$ cat config.mk
export PLATFORM = sky130hd
export DESIGN_NAME = lsu_mem_sequencer
export DESIGN_NICKNAME = d
export VERILOG_FILES = /design/src/rtl/lsu_mem_sequencer.sv
export SDC_FILE = /design/constraint.sdc
export NUM_CORES = 1
export LEC_CHECK = 0
export ABC_AREA = 1
export ABC_CLOCK_PERIOD_IN_PS = 3100
export BUFFER_PORTS_ARGS = -buffer_cell sky130_fd_sc_hd__clkbuf_2
export CAP_MARGIN = 10
export CORE_ASPECT_RATIO = 0.8
export CORE_MARGIN = 4
export CORE_UTILIZATION = 45
export CTS_BUF_LIST = sky130_fd_sc_hd__clkbuf_4 sky130_fd_sc_hd__clkbuf_8
export DETAILED_ROUTE_END_ITERATION = 8
export PLACE_DENSITY = 0.75
export SYNTH_ARGS = -nofsm -noshare
export SYNTH_HDL_FRONTEND = slang
export SYNTH_SLANG_ARGS = --single-unit
$ cat constraint.sdc
create_clock -name clk -period 3.1 [get_ports clk]
set_input_delay 0.155 -clock clk [delete_from_list [all_inputs] [get_ports clk]]
set_output_delay 0.155 -clock clk [all_outputs]
set_load 0.01 [all_outputs]
$ cat src/rtl/lsu_mem_sequencer.sv
// Load/store sequencer: aligns, lane-encodes and issues one memory access per transaction,
// then returns extended load data with a misalignment/timeout error flag.
module lsu_mem_sequencer #(
    parameter int unsigned MAX_WAIT = 16
) (
    input  logic        clk,
    input  logic        reset,
    input  logic        req_valid,
    output logic        req_ready,
    input  logic        req_we,
    input  logic [1:0]  req_size,
    input  logic        req_unsigned,
    input  logic [31:0] req_addr,
    input  logic [31:0] req_wdata,
    output logic        mem_req,
    input  logic        mem_gnt,
    output logic [31:0] mem_addr,
    output logic [3:0]  mem_we,
    output logic [31:0] mem_wdata,
    input  logic        mem_rvalid,
    input  logic [31:0] mem_rdata,
    output logic        rsp_valid,
    output logic [31:0] rsp_data,
    output logic        rsp_err,
    output logic        stall
);

    typedef enum logic [1:0] {
        IDLE   = 2'd0,
        REQ    = 2'd1,
        WAIT_R = 2'd2,
        RESP   = 2'd3
    } state_t;

    localparam logic [7:0] CNT_LAST = 8'(MAX_WAIT - 1);

    state_t      state_q, state_d;
    logic [7:0]  cnt_q, cnt_d;
    logic        we_q;
    logic [1:0]  size_q;
    logic        uns_q;
    logic [31:0] addr_q;
    logic [3:0]  lane_we_q;
    logic [31:0] lane_wdata_q;
    logic [31:0] rsp_data_q, rsp_data_d;
    logic        rsp_err_q, rsp_err_d;
    logic        capture_en;

    logic        misaligned;
    logic [3:0]  lane_we_d;
    logic [31:0] lane_wdata_d;
    logic [7:0]  ld_byte;
    logic [15:0] ld_half;
    logic [31:0] ld_fmt;

    assign misaligned = (req_size == 2'd3)
                      | ((req_size == 2'd1) & req_addr[0])
                      | ((req_size == 2'd2) & (req_addr[1:0] != 2'b00));

    // Lane encoding is done from the live request so it can be registered on the accept edge.
    always_comb begin
        lane_we_d    = 4'b0000;
        lane_wdata_d = req_wdata;
        case (req_size)
            2'd0: begin
                lane_we_d    = 4'b0001 << req_addr[1:0];
                lane_wdata_d = {4{req_wdata[7:0]}};
            end
            2'd1: begin
                lane_we_d    = req_addr[1] ? 4'b1100 : 4'b0011;
                lane_wdata_d = {2{req_wdata[15:0]}};
            end
            default: begin
                lane_we_d    = 4'b1111;
                lane_wdata_d = req_wdata;
            end
        endcase
        if (!req_we) begin
            lane_we_d = 4'b0000;
        end
    end

    always_comb begin
        ld_byte = 8'h00;
        case (addr_q[1:0])
            2'd0:    ld_byte = mem_rdata[7:0];
            2'd1:    ld_byte = mem_rdata[15:8];
            2'd2:    ld_byte = mem_rdata[23:16];
            default: ld_byte = mem_rdata[31:24];
        endcase
        ld_half = addr_q[1] ? mem_rdata[31:16] : mem_rdata[15:0];
        case (size_q)
            2'd0:    ld_fmt = uns_q ? {24'h0, ld_byte} : {{24{ld_byte[7]}}, ld_byte};
            2'd1:    ld_fmt = uns_q ? {16'h0, ld_half} : {{16{ld_half[15]}}, ld_half};
            default: ld_fmt = mem_rdata;
        endcase
    end

    always_comb begin
        state_d    = state_q;
        cnt_d      = cnt_q;
        rsp_data_d = rsp_data_q;
        rsp_err_d  = rsp_err_q;
        capture_en = 1'b0;
        case (state_q)
            IDLE: begin
                if (req_valid) begin
                    capture_en = 1'b1;
                    cnt_d      = 8'd0;
                    rsp_data_d = 32'h0;
                    rsp_err_d  = misaligned;
                    state_d    = misaligned ? RESP : REQ;
                end
            end
            REQ: begin
                // A grant in the final counted cycle still completes normally.
                if (mem_gnt) begin
                    cnt_d   = 8'd0;
                    state_d = we_q ? RESP : WAIT_R;
                end else if (cnt_q == CNT_LAST) begin
                    rsp_err_d = 1'b1;
                    state_d   = RESP;
                end else begin
                    cnt_d = cnt_q + 8'd1;
                end
            end
            WAIT_R: begin
                if (mem_rvalid) begin
                    rsp_data_d = ld_fmt;
                    state_d    = RESP;
                end else if (cnt_q == CNT_LAST) begin
                    rsp_err_d = 1'b1;
                    state_d   = RESP;
                end else begin
                    cnt_d = cnt_q + 8'd1;
                end
            end
            default: begin
                state_d = IDLE;
            end
        endcase
    end

    always_ff @(posedge clk or posedge reset) begin
        if (reset) begin
            state_q      <= IDLE;
            cnt_q        <= 8'd0;
            we_q         <= 1'b0;
            size_q       <= 2'd0;
            uns_q        <= 1'b0;
            addr_q       <= 32'h0;
            lane_we_q    <= 4'h0;
            lane_wdata_q <= 32'h0;
            rsp_data_q   <= 32'h0;
            rsp_err_q    <= 1'b0;
        end else begin
            state_q    <= state_d;
            cnt_q      <= cnt_d;
            rsp_data_q <= rsp_data_d;
            rsp_err_q  <= rsp_err_d;
            if (capture_en) begin
                we_q         <= req_we;
                size_q       <= req_size;
                uns_q        <= req_unsigned;
                addr_q       <= req_addr;
                lane_we_q    <= lane_we_d;
                lane_wdata_q <= lane_wdata_d;
            end
        end
    end

    // Memory-side outputs are only driven while a request is outstanding.
    assign req_ready = (state_q == IDLE);
    assign mem_req   = (state_q == REQ);
    assign mem_addr  = mem_req ? {addr_q[31:2], 2'b00} : 32'h0;
    assign mem_we    = mem_req ? lane_we_q : 4'h0;
    assign mem_wdata = mem_req ? lane_wdata_q : 32'h0;
    assign rsp_valid = (state_q == RESP);
    assign rsp_data  = rsp_valid ? rsp_data_q : 32'h0;
    assign rsp_err   = rsp_valid & rsp_err_q;
    assign stall     = ((state_q == IDLE) & req_valid) | (state_q == REQ) | (state_q == WAIT_R);

endmodule

==> metrics <==
status complete, no violations; DRC violations left 0; final HPWL from detailed placement around 13 mm; Slew Limit Fails 0; first-pass GRT wire length approximately 33 mm; H-tree depth 4; Avg WL per Cell ~14 microns; most common cell after layout, fill and taps aside nand2_1; Reg clk slew, reported paths approximately 0.070 ns; Tcrit/Tclk final about four fifths; antenna violations before repair 0; slew margin rel. between 40 and 50%; Avg Cell Area, Syn about 6.7 sq um; fillers between 1000 and 1500; vias in the first global route slightly below 7000; Routed WL about 20 mm; I/O pin cnt between 200 and 250; netlist area before placement about 0.0064 sq mm; FP Rows 38; Leak 5.42 nW; clk_skew between 0.01 and 0.015 ns; Crit Path Class register to register; CP required 3.46 ns; register area share after synthesis between 40 and 50%; fin worst setup slack between 0.5 and 0.6 ns; Vias approximately 6900; class of the worst hold path input pin to register; die width ~140 microns; worst endpoint data arrival time 2.89 ns; Post-CTS Setup Repair Bufs 0; area grow syn2layout 35.7%; drt pass-1 iters 5; largest net degree at the start of global routing 71; Peak VDD IR between 0.4 and 0.5 mV; Port Buffer Count 207; PD cells 864 mW/mm^2; worst-path fanout max 24; starting density of the core 46.4%; Overall Global Routing Usage 25.2%; full die area 0.0162 sq mm; later-pin clock latency in the skew report between 0.4 and 0.5 ns; minimum clock period after layout 2.53 ns; clock buffer depth 2; total power 7.48 mW; CP Launch Type register; CTS tree built; nets@finish between 1000 and 1500; Vias/cell approximately 5; Final Wtd Congestion between 0.8 and 0.9; Netlist cell types 28; pre-CTS WS around 1 ns; crit path capture type register; antenna viol nets, final 0; DR iter-0 viols around 560; CORE AREA between 0.01 and 0.015 sq mm; most frequent cells in the layout nand2_1 (402), clkbuf_2 (207), inv_1 (140); Hold WS about 0.035 ns; FMAX between 300 and 400 MHz; Die Height ~110 microns; Seq cells post-synth between 100 and 150; share of layout cells above drive strength 1 21.7%; actual slew at the worst max-slew pin 0.897 ns; # resized after CTS 0; CTS Hold Bufs 68; Max Cap Violations 0; # setup viols final 0; GR Overflow Total 0; Fin Setup TNS 0 ns; RSZ-0062 raised after global routing false; CTS buffer count 17; clk sinks approximately 120; synthesized netlist cell count approximately 950; clk root buf clkbuf_8; final hold violation count 0; Synth warnings 0
kinds of logic (layout without fill, tap and decap cells):
family          Yosys count  after routing  share of synthesized area [%]
simple gates            516            516                           31.7
buf+inv                 193            464                           12.2
compound gates          120            120                           9.63
flops                   115            115                           45.1
fa+ha+maj                 6              6                           1.18
other cells               1              4                         0.0588
xor+xnor                  1              1                          0.137
metal layers:
layer	up-vias	wire [microns]	GRT usage, %
li1	3375	-	-
met1	3162	8590	33.8
met2	331	8870	39.5
met3	49	1780	6.64
met4	0	514	9.04
met5	-	0	0
path summary, 6_finish.rpt:
kind                        startpoint          endpoint  slack [ns]  cells after the start
hold / removal             req_addr[1]      lane_we_q[3]        0.04                      3
setup reg to reg            state_q[0]  lane_wdata_q[28]        0.57                      8
hold reg to reg             addr_q[28]        addr_q[28]        0.48                      2
max in group asynchronous        reset        addr_q[18]        1.80                      4
min in group asynchronous        reset         addr_q[6]        0.45                      3
setup / recovery            state_q[0]  lane_wdata_q[28]        0.57                      8
metrics by stage:
| stage | instance area (sq um) | utilization (%) | std cells |
|---|---|---|---|
| after floorplan | 6390 | - | 953 |
| after global placement | 7540 | 54.9 | 1305 |
| after detailed placement | 7540 | 54.9 | 1305 |
| after CTS | 8650 | 63.0 | 1404 |
| after global routing | 8650 | 63.0 | 1404 |
| final | 8660 | 63.0 | 1406 |
synthesized netlist by cell type, drive strengths merged:
library cell / instances / area share (%)
o21ai: 55 / 4.3
a21oi: 55 / 4.3
nor2: 78 / 4.9
ha: 6 / 1.2
nand2: 406 / 24
nand4: 2 / 0.20
nand3: 19 / 1.7
clkinv: 2 / 0.12
or2: 3 / 0.29
conb: 1 / 0.059
dfrtp: 115 / 45
clkbuf: 19 / 1.1
nor3: 8 / 0.63
xor2: 1 / 0.14
buf: 27 / 2.4
a31oi: 9 / 0.88
inv: 145 / 8.6
o21a: 1 / 0.12
layout make-up:
type | count | area, sq um | share of cell area, %
inverter | 147 | 558 | 6.44
clock buffer | 21 | 277 | 3.19
antenna | 2 | 5.00 | 0.0578
clock inverter | 10 | 156 | 1.81
multi-input combinational | 645 | 2740 | 31.6
sequential | 115 | 2880 | 33.2
tap | 180 | 225 | 2.60
timing repair buffer | 286 | 1820 | 21.1
flip-flops by register name, summed over array words and instances, names as in the netlist:
register	flops
rsp_data_q	32
addr_q	32
state_q	2
rsp_err_q	1
lane_we_q	4
lane_wdata_q	32
uns_q	1
we_q	1
cnt_q	8
size_q	2
critical path: stages (launching register included):
cell           delay [ns]
dfrtp_1              0.43
inv_1                0.13
ha_1                 0.26
nand2_2              0.11
inv_2                0.34
buf_4                0.35
nor2_1               0.06
a31oi_1              0.16
dlygate4sd3_1        0.59
power by group:
part           leakage [nW]  internal [mW]  switching (mW)
registers              1.44           2.14           0.398
logic                  3.76           1.20            2.20
clock network         0.222          0.928           0.614
(Power assumes the default switching activity.)
